**config.mk**
```make
export PLATFORM = sky130hd
export DESIGN_NAME = gaxi_rr_arbiter_multi
export DESIGN_NICKNAME = d
export VERILOG_FILES = /design/src/rtl/gaxi_arb_pkg.sv /design/src/rtl/gaxi_arb_rr_pick.sv /design/src/rtl/gaxi_rr_arbiter_multi.sv
export SDC_FILE = /design/constraint.sdc
export NUM_CORES = 1
export LEC_CHECK = 0
export BUFFER_PORTS_ARGS = -buffer_cell sky130_fd_sc_hd__buf_2
export CORE_MARGIN = 1
export CORE_UTILIZATION = 45
export CTS_CLUSTER_SIZE = 25
export DETAILED_ROUTE_END_ITERATION = 10
export PLACE_DENSITY = 0.93
export SYNTH_ARGS = -nofsm -noshare
export SYNTH_HDL_FRONTEND = slang
export SYNTH_HIERARCHICAL = 1
export SYNTH_SLANG_ARGS = --single-unit
export TNS_END_PERCENT = 30
```
**constraint.sdc**
```tcl
create_clock -name axi_aclk -period 5.2 [get_ports axi_aclk]
set_input_delay 1.56 -clock axi_aclk [delete_from_list [all_inputs] [get_ports axi_aclk]]
set_output_delay 1.56 -clock axi_aclk [all_outputs]
set_load 0.05 [all_outputs]
```
**src/rtl/gaxi_arb_pkg.sv**
```systemverilog
// Shared types and helpers for the GAXI round-robin arbiter.
package gaxi_arb_pkg;

    typedef enum logic [0:0] {ARB_IDLE, ARB_XFER} arb_state_t;

    function automatic int arb_id_width(input int n);
        return (n <= 1) ? 1 : $clog2(n);
    endfunction

endpackage

```
**src/rtl/gaxi_arb_rr_pick.sv**
```systemverilog
// Rotating-priority picker: first set request strictly after last_grant, wrapping.
module gaxi_arb_rr_pick
    import gaxi_arb_pkg::*;
#(
    parameter int NUM_REQ = 4,
    parameter int IDW     = arb_id_width(NUM_REQ)
) (
    input  logic [NUM_REQ-1:0] req,
    input  logic [IDW-1:0]     last_grant,
    output logic               found,
    output logic [IDW-1:0]     grant_idx
);

    logic [IDW-1:0] cand;

    // Walk offsets from farthest to nearest so the nearest hit is written last.
    always_comb begin
        found     = 1'b0;
        grant_idx = '0;
        cand      = '0;
        for (int k = NUM_REQ; k >= 1; k--) begin
            cand = IDW'((int'(last_grant) + k) % NUM_REQ);
            if (req[cand]) begin
                found     = 1'b1;
                grant_idx = cand;
            end
        end
    end

endmodule

```
**src/rtl/gaxi_rr_arbiter_multi.sv**
```systemverilog
// Round-robin arbiter sharing one registered addr/ctrl/data0/data1 GAXI channel
// among NUM_REQ requesters, with a bounded burst per grant.
module gaxi_rr_arbiter_multi
    import gaxi_arb_pkg::*;
#(
    parameter int NUM_REQ    = 4,
    parameter int ADDR_WIDTH = 4,
    parameter int CTRL_WIDTH = 4,
    parameter int DATA_WIDTH = 8,
    parameter int BURST_MAX  = 4,
    localparam int IDW       = arb_id_width(NUM_REQ)
) (
    input  logic                           axi_aclk,
    input  logic                           axi_areset,
    input  logic [NUM_REQ-1:0]             req_valid,
    output logic [NUM_REQ-1:0]             req_ready,
    input  logic [NUM_REQ*ADDR_WIDTH-1:0]  req_addr,
    input  logic [NUM_REQ*CTRL_WIDTH-1:0]  req_ctrl,
    input  logic [NUM_REQ*DATA_WIDTH-1:0]  req_data0,
    input  logic [NUM_REQ*DATA_WIDTH-1:0]  req_data1,
    output logic                           out_valid,
    input  logic                           out_ready,
    output logic [ADDR_WIDTH-1:0]          out_addr,
    output logic [CTRL_WIDTH-1:0]          out_ctrl,
    output logic [DATA_WIDTH-1:0]          out_data0,
    output logic [DATA_WIDTH-1:0]          out_data1,
    output logic [IDW-1:0]                 out_id,
    output logic                           grant_active
);

    localparam int BCW = arb_id_width(BURST_MAX);
    localparam logic [BCW-1:0] BEAT_LAST = BCW'(BURST_MAX - 1);

    arb_state_t      state;
    logic [IDW-1:0]  grant_id;
    logic [IDW-1:0]  last_grant;
    logic [BCW-1:0]  beat_cnt;
    logic            pick_found;
    logic [IDW-1:0]  pick_idx;
    logic            xfer_rdy;
    logic            cur_valid;
    logic            accept;

    gaxi_arb_rr_pick #(
        .NUM_REQ (NUM_REQ),
        .IDW     (IDW)
    ) u_pick (
        .req        (req_valid),
        .last_grant (last_grant),
        .found      (pick_found),
        .grant_idx  (pick_idx)
    );

    // Ready only reaches the granted requester, and only when the output slot frees.
    assign xfer_rdy  = (state == ARB_XFER) && (!out_valid || out_ready);
    assign cur_valid = req_valid[grant_id];
    assign accept    = xfer_rdy && cur_valid;

    always_comb begin
        req_ready = '0;
        if (xfer_rdy)
            req_ready[grant_id] = 1'b1;
    end

    always_ff @(posedge axi_aclk or posedge axi_areset) begin
        if (axi_areset) begin
            state        <= ARB_IDLE;
            grant_id     <= '0;
            last_grant   <= IDW'(NUM_REQ - 1);
            beat_cnt     <= '0;
            grant_active <= 1'b0;
        end else begin
            case (state)
                ARB_IDLE: begin
                    if (pick_found) begin
                        grant_id     <= pick_idx;
                        last_grant   <= pick_idx;
                        state        <= ARB_XFER;
                        grant_active <= 1'b1;
                    end
                end
                ARB_XFER: begin
                    // A dropped valid ends the grant even while stalled.
                    if (!cur_valid || (accept && beat_cnt == BEAT_LAST)) begin
                        state        <= ARB_IDLE;
                        grant_active <= 1'b0;
                        beat_cnt     <= '0;
                    end else if (accept) begin
                        beat_cnt <= beat_cnt + 1'b1;
                    end
                end
                default: begin
                    state        <= ARB_IDLE;
                    grant_active <= 1'b0;
                    beat_cnt     <= '0;
                end
            endcase
        end
    end

    always_ff @(posedge axi_aclk or posedge axi_areset) begin
        if (axi_areset) begin
            out_valid <= 1'b0;
            out_addr  <= '0;
            out_ctrl  <= '0;
            out_data0 <= '0;
            out_data1 <= '0;
            out_id    <= '0;
        end else if (accept) begin
            out_valid <= 1'b1;
            out_addr  <= req_addr [grant_id*ADDR_WIDTH +: ADDR_WIDTH];
            out_ctrl  <= req_ctrl [grant_id*CTRL_WIDTH +: CTRL_WIDTH];
            out_data0 <= req_data0[grant_id*DATA_WIDTH +: DATA_WIDTH];
            out_data1 <= req_data1[grant_id*DATA_WIDTH +: DATA_WIDTH];
            out_id    <= grant_id;
        end else if (out_ready) begin
            out_valid <= 1'b0;
        end
    end

endmodule
```
Yosys cells after proc, flatten, opt, wreduce, memory -nomap -nowiden
Cells that the tools add are included. Widths: inputs -> output; s select.

Flip-flop bits (word level): 35. Input bits: 103. Output and inout port bits: 32. Word-level logic and storage cells: 74.

Add/sub/neg operators: 5. $lt $le $gt $ge: 6. Eq/ne operators: 3. Shift-type cells: 4. Muxes and demuxes: 31. Bitwise logic cells: 1. Reduce and logical (&&, ||, !) cells: 13.

Operators with widths (number): $shiftx 32x6->8 (2); $shiftx 16x5->4 (2); $mux 1 (16); $lt 2x3->1 const B (5); $mux 2 (6); $bmux 1 s2 (5); $add 2x1->2 const B (3); $reduce_and 2->1 (3); $add 2x2->2 const B (2); $logic_and 1x1->1 (4); $mux 4 (1); $pmux 1 s2 (2); $reduce_bool 2->1 (2); $demux 1 s2 (1); $eq 2x2->1 const B (1); $ge 2x1->1 const B (1); $logic_not 1->1 (2); $logic_or 1x1->1 (2); $ne 2x1->1 const B (1); $ne 2x2->1 const B (1); $not 1->1 (1).

Logic depth before layout (Yosys ltp)
Gate-level depths: netlist of run 1.

Depth after elaboration: 9. Depth in mapped cells: 5. Mapped depth without buffers: 5.

Modules after synthesis
Netlist of run 1, hierarchy kept.

Modules (own cells, without submodules): gaxi_rr_arbiter_multi (times used 1, cells an instance 135, area an instance 2042.0 um^2, sequential area each 878.3 um^2); gaxi_arb_rr_pick (times used 1, cells an instance 14, area an instance 91.3 um^2, sequential area each 0.0 um^2).

Least setup slack after synthesis of run 1
No wires, ideal clock.

Path kind: input to output. From: in out_ready. To: out req_ready[1]. Arrival: 2.698 ns. Data required time: 3.640 ns. Setup slack: 0.942 ns. Cell stages on the path: 4. Path buffers: 1. Cells stage by stage: nand2b_1 > clkbuf_1 > nand3_1 > nor2_1.

Cells in the longest elaborated chain, start to end: 3.

RTL lines: start, declared (line gaxi_rr_arbiter_multi.sv:22) `input logic out_ready,`; $logic_or 1x1->1 (line gaxi_rr_arbiter_multi.sv:55) `assign xfer_rdy = (state == ARB_XFER) && (!out_valid || out_ready);`; $logic_and 1x1->1 (line gaxi_rr_arbiter_multi.sv:55); $mux 4 (line gaxi_rr_arbiter_multi.sv:61) `if (xfer_rdy)`; end, declared (line gaxi_rr_arbiter_multi.sv:16) `output logic [NUM_REQ-1:0] req_ready,`.

Every way passes these cells.

Worst setup path after layout of run 1
Same ends and word-level chain as after synthesis.

==> flow_summary.json, run 1 <==
{
  "multi_input_area_um2": 1170,
  "drv_cap": 0,
  "postSynthCellCount": 149,
  "switchingPower_uw": 970,
  "gp_congestion": 0.797,
  "wirelength_met1_um": 1950,
  "clk_path_buf_depth": 2,
  "yosys.area.top_type": "dfrtp_1",
  "ctsResizeCount": 0,
  "worstSetupStartpointType": "input port",
  "drive_gt1_frac": 0.680,
  "power_frac_seq": 0.304,
  "syn-cell-area_um2": 2130,
  "finalSetupViolCount": 0,
  "slew_headroom": 0.185,
  "n_antenna_cell": 0,
  "p_int_uw": 1030,
  "initial_core_util": 0.480,
  "root_buffer": "clkbuf_8",
  "status": "finished, violations left",
  "dpl.cell_count": 326,
  "required_ps": 3640,
  "dr.pass1.iters": 7,
  "synth-seq-cells": 35,
  "grt_pass1_vias": 1887,
  "worst_pin_slew_ps": 1220,
  "fmax_mhz": 248,
  "met3_length_um": 407,
  "ant_nets": 0,
  "synthFlopType": "dfrtp_1",
  "finalCriticalPeriod_ps": 4030,
  "htreeDepth": 2,
  "critical_path_peak_fanout": 7,
  "synth-async-reset-ratio": 1.00,
  "fin_skew_ps": 4.87,
  "syn_nets": 253,
  "critPathCaptureType": "output port",
  "top_layer_used": "met4",
  "p_comb_frac": 0.597,
  "hpwl_um": 3970,
  "critical_path_class": "input port to output port",
  "rsz0062_at_grt": "no",
  "syn2layout_area_growth_pct": 36.1,
  "failed_checks": "DRC",
  "power_leakage_uw": 0.00145,
  "wl_per_cell_um": 15.6,
  "antenna_found_initial": 0,
  "via_count": 1814,
  "dieArea_um2": 5020,
  "dieHeight_um": 70.9,
  "finalSetupTns_ps": 0,
  "post-route-util": 0.653,
  "finalMaxSlewViolations": 0,
  "grt_max_degree": 36,
  "die_x_um": 70.9,
  "yosys-top-cells-area": "dfrtp_1 (39%), mux4_2 (26%), mux2_4 (6.3%), mux2_2 (4.8%), mux2_1 (4.2%)",
  "hold_buffers": 0,
  "grt_pass1_wl_um": 8380,
  "post_cts_buffers": 0,
  "ys_seq_area_frac": 0.412,
  "ys_top_cells_by_count": "dfrtp_1 (33), mux4_2 (25), nand2_1 (11), mux2_2 (9), mux2_4 (9)",
  "routed-wl-met2_um": 2770,
  "ir_drop_uv": 329,
  "yosysWarningCount": 6,
  "routed_wl_um": 5210,
  "cts_inserted_buffers": 5,
  "pwr-share-clk": 0.099,
  "synth_cell_types": 31,
  "synth-edff-count": 0,
  "rows": 24,
  "vias_per_cell": 5.45,
  "ios": 135,
  "cts_tree": "built",
  "route.detailed.drc": 18,
  "min_path_type": "register to register",
  "clk_pin_slew_ps": 70,
  "grt_overflow": 0,
  "power.density_nw_per_um2": 688,
  "instances_no_fill": 333,
  "hold_violations": 0,
  "syn_avg_cell_area_um2": 14.3,
  "drt_iter0_drc": 163,
  "core_region_area_um2": 4440,
  "p_sw_frac": 0.486,
  "seqCellArea_um2": 880,
  "period_share": 0.775,
  "track_usage": 0.220,
  "portBuffers": 134,
  "cts_num_sinks": 35,
  "nFillCells": 366,
  "nNetsFinal": 385,
  "clkLatencyLatePin_ps": 280,
  "synth_top_area_frac": 0.387,
  "crit_arrival_ps": 2470,
  "yosysMostFrequentCell": "dfrtp_1"
}
-- per-layer routing --
metal / vias up / global-route usage
li1: 828 / -
met3: 8 / 0.0427
met2: 99 / 0.413
met4: 0 / 0.102
met1: 879 / 0.239
met5: - / 0
-- power by group through the flow --
stage | clock [uW] | sequential (uW) | combinational [uW]
CTS | 203 | 611 | 1200
global route | 215 | 640 | 1260
global placement | 0 | 603 | 1170
finish | 198 | 606 | 1190
floorplan | 0 | 893 | 672
detailed placement | 0 | 615 | 1200
-- path summary, 6_finish.rpt --
kind                                          from  slack, ps                         to  cells after the start
min                        out_addr[3]$_DFFE_PP0P_        490    out_addr[3]$_DFFE_PP0P_                      1
min in group asynchronous               axi_areset       1370   out_data1[6]$_DFFE_PP0P_                      3
max reg2reg                grant_id[1]$_DFFE_PP0P_       2540   out_data1[7]$_DFFE_PP0P_                      3
max in group asynchronous               axi_areset       3490  last_grant[1]$_DFFE_PP1P_                      3
max                                      out_ready       1170               req_ready[1]                      5
min reg2reg                out_addr[3]$_DFFE_PP0P_        490    out_addr[3]$_DFFE_PP0P_                      1
-- sequential cells by signal, summed over array words and instances, names as in the netlist --
name          cells
out_data0         8
out_data1         8
out_addr          4
out_ctrl          4
beat_cnt          2
grant_id          2
last_grant        2
out_id            2
grant_active      1
out_valid         1
state             1
-- metrics by stage --
stage / instance area, um2 / worst slack, ps / power (uW) / hold WS [ps]
4_1_cts: 2900 / 1170 / 2020 / 492
6_report: 2900 / 1170 / 2000 / 489
3_5_place_dp: 2820 / 1170 / 1820 / 476
5_1_grt: 2900 / 1060 / 2120 / 501
3_3_place_gp: 2820 / 1180 / 1770 / 468
2_1_floorplan: 2130 / 942 / 1570 / 460
-- cell type report --
cell class              count  area share
clock inverters             1     0.00172
multi-input cells          97       0.402
repair buffers            135       0.234
flip-flops and latches     35       0.303
well taps                  52      0.0224
inverters                   7     0.00905
clock buffers               6      0.0284
-- cells by family after synthesis --
family	count (synthesis)	share of synthesized area
AOI/OAI and AO/OA	12	0.0422
DFF	35	0.412
adders and majority gates	1	0.00586
muxes	52	0.422
and+or+nand+nor	32	0.0774
buffers and inverters	17	0.0411
-- placed cells by master (no fill, tap or decap) --
cell       synthesis  layout
nand2_1           11      11
o32ai_1            1       1
and2b_1            1       1
a21oi_2            1       1
mux2_2             9       9
dfrtp_1           33      32
and2_1             1       1
nor2_1             6       6
nand3_1            4       4
buf_4              2       1
buf_2              1     134
a21boi_0           1       1
nand3_4            1       1
a2bb2oi_1          1       1
dfrtp_2            0       1
mux4_2            25      25
mux2_4             9       9
o311ai_1           1       1
ha_1               1       1
mux2_1             8       8
a31oi_1            2       2
clkinv_2           0       1
inv_1              7       7
nor2b_1            2       2
o221ai_2           1       1
clkbuf_8           0       6
nand2b_1           6       6
o21ai_0            2       2
mux2i_1            1       1
dfstp_2            2       2
a21oi_1            2       2
-- critical path, cell delays in order --
cell      delay (ps)
buf_2             80
nand2b_1         270
nand3_1          140
nor2_1           130
buf_2            280
Power figures use the tool's default switching activity.
==> inputs of run 2 (changes only) <==
--- a/config.mk
+++ b/config.mk
@@ -5,12 +5,13 @@
 export SDC_FILE = /design/constraint.sdc
 export NUM_CORES = 1
 export LEC_CHECK = 0
+export ABC_AREA = 1
 export BUFFER_PORTS_ARGS = -buffer_cell sky130_fd_sc_hd__buf_2
 export CORE_MARGIN = 1
-export CORE_UTILIZATION = 45
+export CORE_UTILIZATION = 40
 export CTS_CLUSTER_SIZE = 25
 export DETAILED_ROUTE_END_ITERATION = 10
-export PLACE_DENSITY = 0.93
+export PLACE_DENSITY = 0.86
 export SYNTH_ARGS = -nofsm -noshare
 export SYNTH_HDL_FRONTEND = slang
 export SYNTH_HIERARCHICAL = 1
==> constraint.sdc (replaced) <==
create_clock -name axi_aclk -period 3.5 [get_ports axi_aclk]
set_input_delay 1.05 -clock axi_aclk [delete_from_list [all_inputs] [get_ports axi_aclk]]
set_output_delay 1.05 -clock axi_aclk [all_outputs]
set_load 0.05 [all_outputs]
==> run 2 against run 1 <==
The flow now finishes without violations. Sequential share of layout area is 2.0 points lower. Area after synthesis is 8.3% higher. Clock-buffer cell count stayed put. Hold slack worse by 13 ps. Setup slack worse by 600 ps. Clock skew hardly changed. Via count is 51% higher. Sequential power is 24% higher.
==> flow_summary.json, run 2 <==
{
  "finalSetupTns_ps": 0,
  "whs_ps": 475,
  "dieArea_um2": 6080,
  "antenna_found_initial": 0,
  "clk_path_buf_depth": 2,
  "p_comb_frac": 0.641,
  "rr_startpoint": "grant_id[0]$_DFFE_PP0P_",
  "hold_buffers": 0,
  "ir_drop_uv": 552,
  "fmax_mhz": 341,
  "yosysMostFrequentCell": "nand2_1",
  "routed_wl_um": 6910,
  "syn_avg_cell_area_um2": 6.54,
  "synthFlopType": "dfrtp_1",
  "die_x_um": 78.0,
  "htreeDepth": 2,
  "ant_nets": 0,
  "track_usage": 0.237,
  "dieHeight_um": 78.0,
  "min_path_type": "register to register",
  "clkLatencyLatePin_ps": 280,
  "finalSetupViolCount": 0,
  "clk_pin_slew_ps": 70,
  "dpl.cell_count": 545,
  "pwr-share-clk": 0.120,
  "final.setup.worst_slack_ps": 570,
  "grt_pass1_vias": 2488,
  "required_ps": 2450,
  "postSynthCellCount": 353,
  "hp-start": "out_data0[1]$_DFFE_PP0P_",
  "vias_per_cell": 4.94,
  "switchingPower_uw": 1770,
  "fin_skew_ps": 4.55,
  "nNetsFinal": 584,
  "ys_top_cells_by_count": "nand2_1 (192), dfrtp_1 (33), nand3_1 (32), nand4_1 (24), inv_1 (13)",
  "top_regs": "out_data0: 8 flops, out_data1: 8 flops",
  "initial_core_util": 0.417,
  "yosysWarningCount": 6,
  "period_share": 0.837,
  "synth-async-reset-ratio": 1.00,
  "whs_endpoint": "out_data0[1]$_DFFE_PP0P_",
  "hold_violations": 0,
  "syn2layout_area_growth_pct": 34.5,
  "use_met2": 0.430,
  "ios": 135,
  "grt_overflow": 0,
  "critical_path_peak_fanout": 7,
  "gp_congestion": 0.774,
  "power_leakage_uw": 0.00180,
  "ys_seq_area_frac": 0.380,
  "instances_no_fill": 553,
  "dr.pass1.iters": 4,
  "rows": 27,
  "met1_usage": 0.292,
  "drive_gt1_frac": 0.356,
  "core_region_area_um2": 5540,
  "hpwl_um": 5140,
  "synth_top_area_frac": 0.358,
  "gr-usage-met3": 0.0400,
  "grt_pass1_wl_um": 11400,
  "via_count": 2734,
  "cts_inserted_buffers": 5,
  "ctsResizeCount": 0,
  "slew_headroom": 0.302,
  "drv_cap": 0,
  "wl_per_cell_um": 12.5,
  "finalCriticalPeriod_ps": 2930,
  "power_frac_seq": 0.240,
  "worstSetupStartpointType": "input port",
  "root_buffer": "clkbuf_8",
  "layout_common_cells": "nand2_1 (192), buf_2 (134), dfrtp_1 (33)",
  "cts_num_sinks": 35,
  "rsz0062_at_grt": "no",
  "route.detailed.drc": 0,
  "syn_nets": 457,
  "busiest_layer": "met2",
  "layout_commonest_cell": "nand2_1",
  "p_int_uw": 1360,
  "synth-seq-cells": 35,
  "n_antenna_cell": 0,
  "power.density_nw_per_um2": 1010,
  "hold_path_depth": 2,
  "timing.rr.end": "out_ctrl[2]$_DFFE_PP0P_",
  "portBuffers": 134,
  "post_cts_buffers": 0,
  "p_sw_frac": 0.564,
  "yosys-top-cells-area": "dfrtp_1 (36%), nand2_1 (31%), nand3_1 (6.9%), nand4_1 (6.5%), nand2_2 (3.0%)",
  "place_ws_ps": 583,
  "cts_tree": "built",
  "crit_arrival_ps": 1880,
  "reg2reg_slack_ps": 1550,
  "reg2regPathDepth": 6,
  "status": "complete, no violations",
  "post-route-util": 0.561,
  "synth-edff-count": 0,
  "synth_cell_types": 25,
  "drt_iter0_drc": 69,
  "critPathCaptureType": "output port",
  "worst_pin_slew_ps": 1050,
  "finalMaxSlewViolations": 0,
  "grt_max_degree": 30,
  "syn-cell-area_um2": 2310,
  "critical_path_class": "input port to output port",
  "yosys.area.top_type": "dfrtp_1"
}
run 2: cell types whose count changed in the layout (fill, tap and decap cells not counted), moves of 6 or more:
cell      previous run  this run
nand2_1             11       192
nand3_1              4        32
mux4_2              25         0
nand4_1              0        24
nand2_2              0        11
mux2_2               9         0
mux2_4               9         0
mux2_1               8         0
inv_1                7        13
nand2b_1             6         0
run 2: layout make-up:
cell class	instances	area [um2]
Fill cell	562	2430
Multi-Input combinational cell	283	1250
Sequential cell	35	878
Timing Repair Buffer	137	693
Tap cell	72	90.1
Clock buffer	6	82.6
Inverter	18	75.1
Clock inverter	2	35.0
run 2: cell families after synthesis:
group / count (synthesis) / share of synthesized area
AO/OA/AOI/OAI: 9 / 0.0238
adder cells (fa/ha/maj): 1 / 0.00542
buffers and inverters: 35 / 0.0791
flip-flops: 35 / 0.380
AND/OR/NAND/NOR: 273 / 0.511
run 2: per-stage QoR:
stage / power (uW) / instance area [um2]
final: 3130 / 3110
after floorplan: 2330 / 2310
after global placement: 2720 / 2990
after detailed placement: 2780 / 2990
after global routing: 3410 / 3110
after CTS: 3170 / 3110
run 2: power groups by stage:
stage | registers, uW | logic, uW | clock network [uW]
after floorplan | 1200 | 1140 | 0
after global placement | 745 | 1970 | 0
after detailed placement | 750 | 2030 | 0
after CTS | 748 | 2030 | 389
after global routing | 774 | 2230 | 401
final | 751 | 2010 | 374
run 2: how the worst max path moves through the flow:
stage / endpoint / startpoint / depth (start not counted) / slack, ps
floorplan: req_ready[0] / out_ready / 4 / -150
global placement: req_ready[0] / out_ready / 6 / 600
detailed placement: req_ready[0] / out_ready / 6 / 580
CTS: req_ready[0] / out_ready / 6 / 580
global route: req_ready[1] / out_ready / 6 / 470
finish: req_ready[1] / out_ready / 6 / 570
run 2: critical path, cell delays in order:
cell and delay [ps]:
buf_2 80, inv_1 50, a21oi_2 130, inv_1 120, nor3_1 150, buf_2 290
run 2: metal layers:
metal  routed length (um)  part of all wire
met2                 3490              0.51
met4                   35            0.0051
met3                  369             0.053
met1                 3010              0.44
met5                    0                 0
==> inputs of run 3 (changes only) <==
--- a/config.mk
+++ b/config.mk
@@ -8,10 +8,10 @@
 export ABC_AREA = 1
 export BUFFER_PORTS_ARGS = -buffer_cell sky130_fd_sc_hd__buf_2
 export CORE_MARGIN = 1
-export CORE_UTILIZATION = 40
+export CORE_UTILIZATION = 44
 export CTS_CLUSTER_SIZE = 25
 export DETAILED_ROUTE_END_ITERATION = 10
-export PLACE_DENSITY = 0.86
+export PLACE_DENSITY = 0.9
 export SYNTH_ARGS = -nofsm -noshare
 export SYNTH_HDL_FRONTEND = slang
 export SYNTH_HIERARCHICAL = 1
==> constraint.sdc (replaced) <==
create_clock -name axi_aclk -period 2.93 [get_ports axi_aclk]
set_input_delay 0.879 -clock axi_aclk [delete_from_list [all_inputs] [get_ports axi_aclk]]
set_output_delay 0.879 -clock axi_aclk [all_outputs]
set_load 0.05 [all_outputs]
==> run 3 against run 2 <==
Critical path depth is the same. Cell area shrank 0.93%. Clock-buffer cell count decreased by 1. Register-to-register slack lost 530 ps. Non-clock buffer count grew 1. Utilization increased by 4.6 points. Sequential power is 19% higher. Via count rose by 3.6%. Routed wire length increased by 0.91%. Final cell count decreased by 0.18%. Critical endpoint is now req_ready[0]. Largest cell class unchanged. Largest power group unchanged. Highest routed layer unchanged.
==> flow_summary.json, run 3 (synthesis results as in run 2) <==
{
  "dieArea_um2": 5540,
  "slowest_delay_ps": 290,
  "whs_endpoint": "out_addr[1]$_DFFE_PP0P_",
  "worstPathCellList": "buf_2 > inv_1 > a21oi_2 > inv_1 > nor3_1 > buf_2",
  "route.detailed.drc": 0,
  "seqCellArea_um2": 878,
  "reg2regPathDepth": 8,
  "grt_overflow": 0,
  "vias_per_cell": 5.13,
  "rows": 26,
  "hold_path_depth": 2,
  "status": "complete, no violations",
  "wl_per_cell_um": 12.6,
  "layout_common_cells": "nand2_1 (192), buf_2 (134), dfrtp_1 (33)",
  "cts_tree": "built",
  "finalCriticalPeriod_ps": 2560,
  "required_ps": 2050,
  "finalMaxSlewViolations": 0,
  "drv_cap": 0,
  "nNetsFinal": 585,
  "grt_pass1_wl_um": 10200,
  "ant_nets": 0,
  "ctsResizeCount": 0,
  "top_regs": "out_data0: 8 flops, out_data1: 8 flops",
  "critical_path_class": "input port to output port",
  "crit_arrival_ps": 1680,
  "via_count": 2832,
  "reg2reg_slack_ps": 1020,
  "htreeDepth": 2,
  "min_path_type": "register to register",
  "critical_path_peak_fanout": 7,
  "slowest_stage": "buf_2",
  "cts_inserted_buffers": 5,
  "initial_core_util": 0.455,
  "rr_startpoint": "grant_id[0]$_DFFE_PP0P_",
  "n_antenna_cell": 0,
  "hold_violations": 0,
  "hold_buffers": 0,
  "hp-start": "out_addr[1]$_DFFE_PP0P_",
  "pwr-share-clk": 0.092,
  "multi_input_area_um2": 1250,
  "timing.rr.end": "out_id[1]$_DFFE_PP0P_",
  "die_x_um": 74.5,
  "slew_headroom": 0.421,
  "dr.pass1.iters": 5,
  "grt_pass1_vias": 2334,
  "power.density_nw_per_um2": 1190,
  "nFillCells": 486,
  "clk_pin_slew_ps": 70,
  "power_frac_seq": 0.244,
  "gp_congestion": 0.792,
  "post_cts_buffers": 0,
  "grt_max_degree": 36,
  "routed_wl_um": 6970,
  "switchingPower_uw": 2130,
  "finalSetupTns_ps": 0,
  "antenna_found_initial": 0,
  "power_leakage_uw": 0.00179,
  "hpwl_um": 5060,
  "clkLatencyLatePin_ps": 280,
  "cts_num_sinks": 35,
  "root_buffer": "clkbuf_8",
  "p_int_uw": 1530,
  "clk_path_buf_depth": 2,
  "rsz0062_at_grt": "no",
  "period_share": 0.874,
  "syn2layout_area_growth_pct": 33.2,
  "drive_gt1_frac": 0.357,
  "finalSetupViolCount": 0,
  "p_sw_frac": 0.582,
  "core_region_area_um2": 5070,
  "drt_iter0_drc": 158,
  "worst_pin_slew_ps": 867,
  "layout_commonest_cell": "nand2_1",
  "fmax_mhz": 391,
  "post-route-util": 0.606,
  "worstSetupStartpointType": "input port",
  "ios": 135,
  "p_comb_frac": 0.664,
  "track_usage": 0.242,
  "dieHeight_um": 74.5,
  "fin_skew_ps": 7.97,
  "ir_drop_uv": 609,
  "portBuffers": 134,
  "critPathCaptureType": "output port"
}
run 3: changes by cell type in the layout (fill, tap and decap cells not counted):
| cell | previous run | this run |
|---|---|---|
| clkbuf_8 | 6 | 5 |
| clkinv_2 | 1 | 3 |
| bufinv_16 | 1 | 0 |
| buf_4 | 3 | 4 |
run 3: routing by layer:
| layer | share of wire | routed length [um] | vias up | GRT usage |
|---|---|---|---|---|
| li1 | - | - | 1381 | - |
| met1 | 0.41 | 2880 | 1309 | 0.305 |
| met2 | 0.50 | 3510 | 128 | 0.415 |
| met3 | 0.069 | 482 | 14 | 0.0610 |
| met4 | 0.013 | 91 | 0 | 0.0608 |
| met5 | 0 | 0 | - | 0 |
run 3: area by class of cell:
class	instances	share of cell area
inverter	18	0.0244
clock inverter	3	0.00488
timing repair buffer	138	0.228
multi-input combinational	283	0.407
tap	70	0.0285
clock buffer	5	0.0224
sequential	35	0.285
run 3: per-stage QoR:
stage               hold slack (ps)  cells  total power (uW)  setup slack (ps)  area (um2)
CTS                             479    552              3670               358        3080
detailed placement              461    544              3330               358        2990
global placement                457    544              3260               367        2990
global route                    496    552              3980               261        3080
floorplan                       455    353              2790              -377        2310
finish                          476    552              3660               369        3080
run 3: worst max path at each step:
| stage | from | endpoint | slack [ps] | depth (start not counted) |
|---|---|---|---|---|
| 2_1_floorplan | out_ready | req_ready[0] | -380 | 4 |
| 3_3_place_gp | out_ready | req_ready[1] | 370 | 6 |
| 3_5_place_dp | out_ready | req_ready[0] | 360 | 6 |
| 4_1_cts | out_ready | req_ready[0] | 360 | 6 |
| 5_1_grt | out_ready | req_ready[1] | 260 | 6 |
| 6_report | out_ready | req_ready[0] | 370 | 6 |
run 3: power by group through the flow:
stage	Clock [uW]	Sequential, uW	Combinational, uW
final	335	893	2430
after global routing	367	923	2690
after CTS	344	892	2440
after detailed placement	0	898	2430
after global placement	0	889	2370
after floorplan	0	1430	1360
run 3: critical path: cells and delay by family:
family,cells,cell delay (ps)
AO/OA/AOI/OAI,1,130
AND/OR/NAND/NOR,1,140
buffers and inverters,4,530
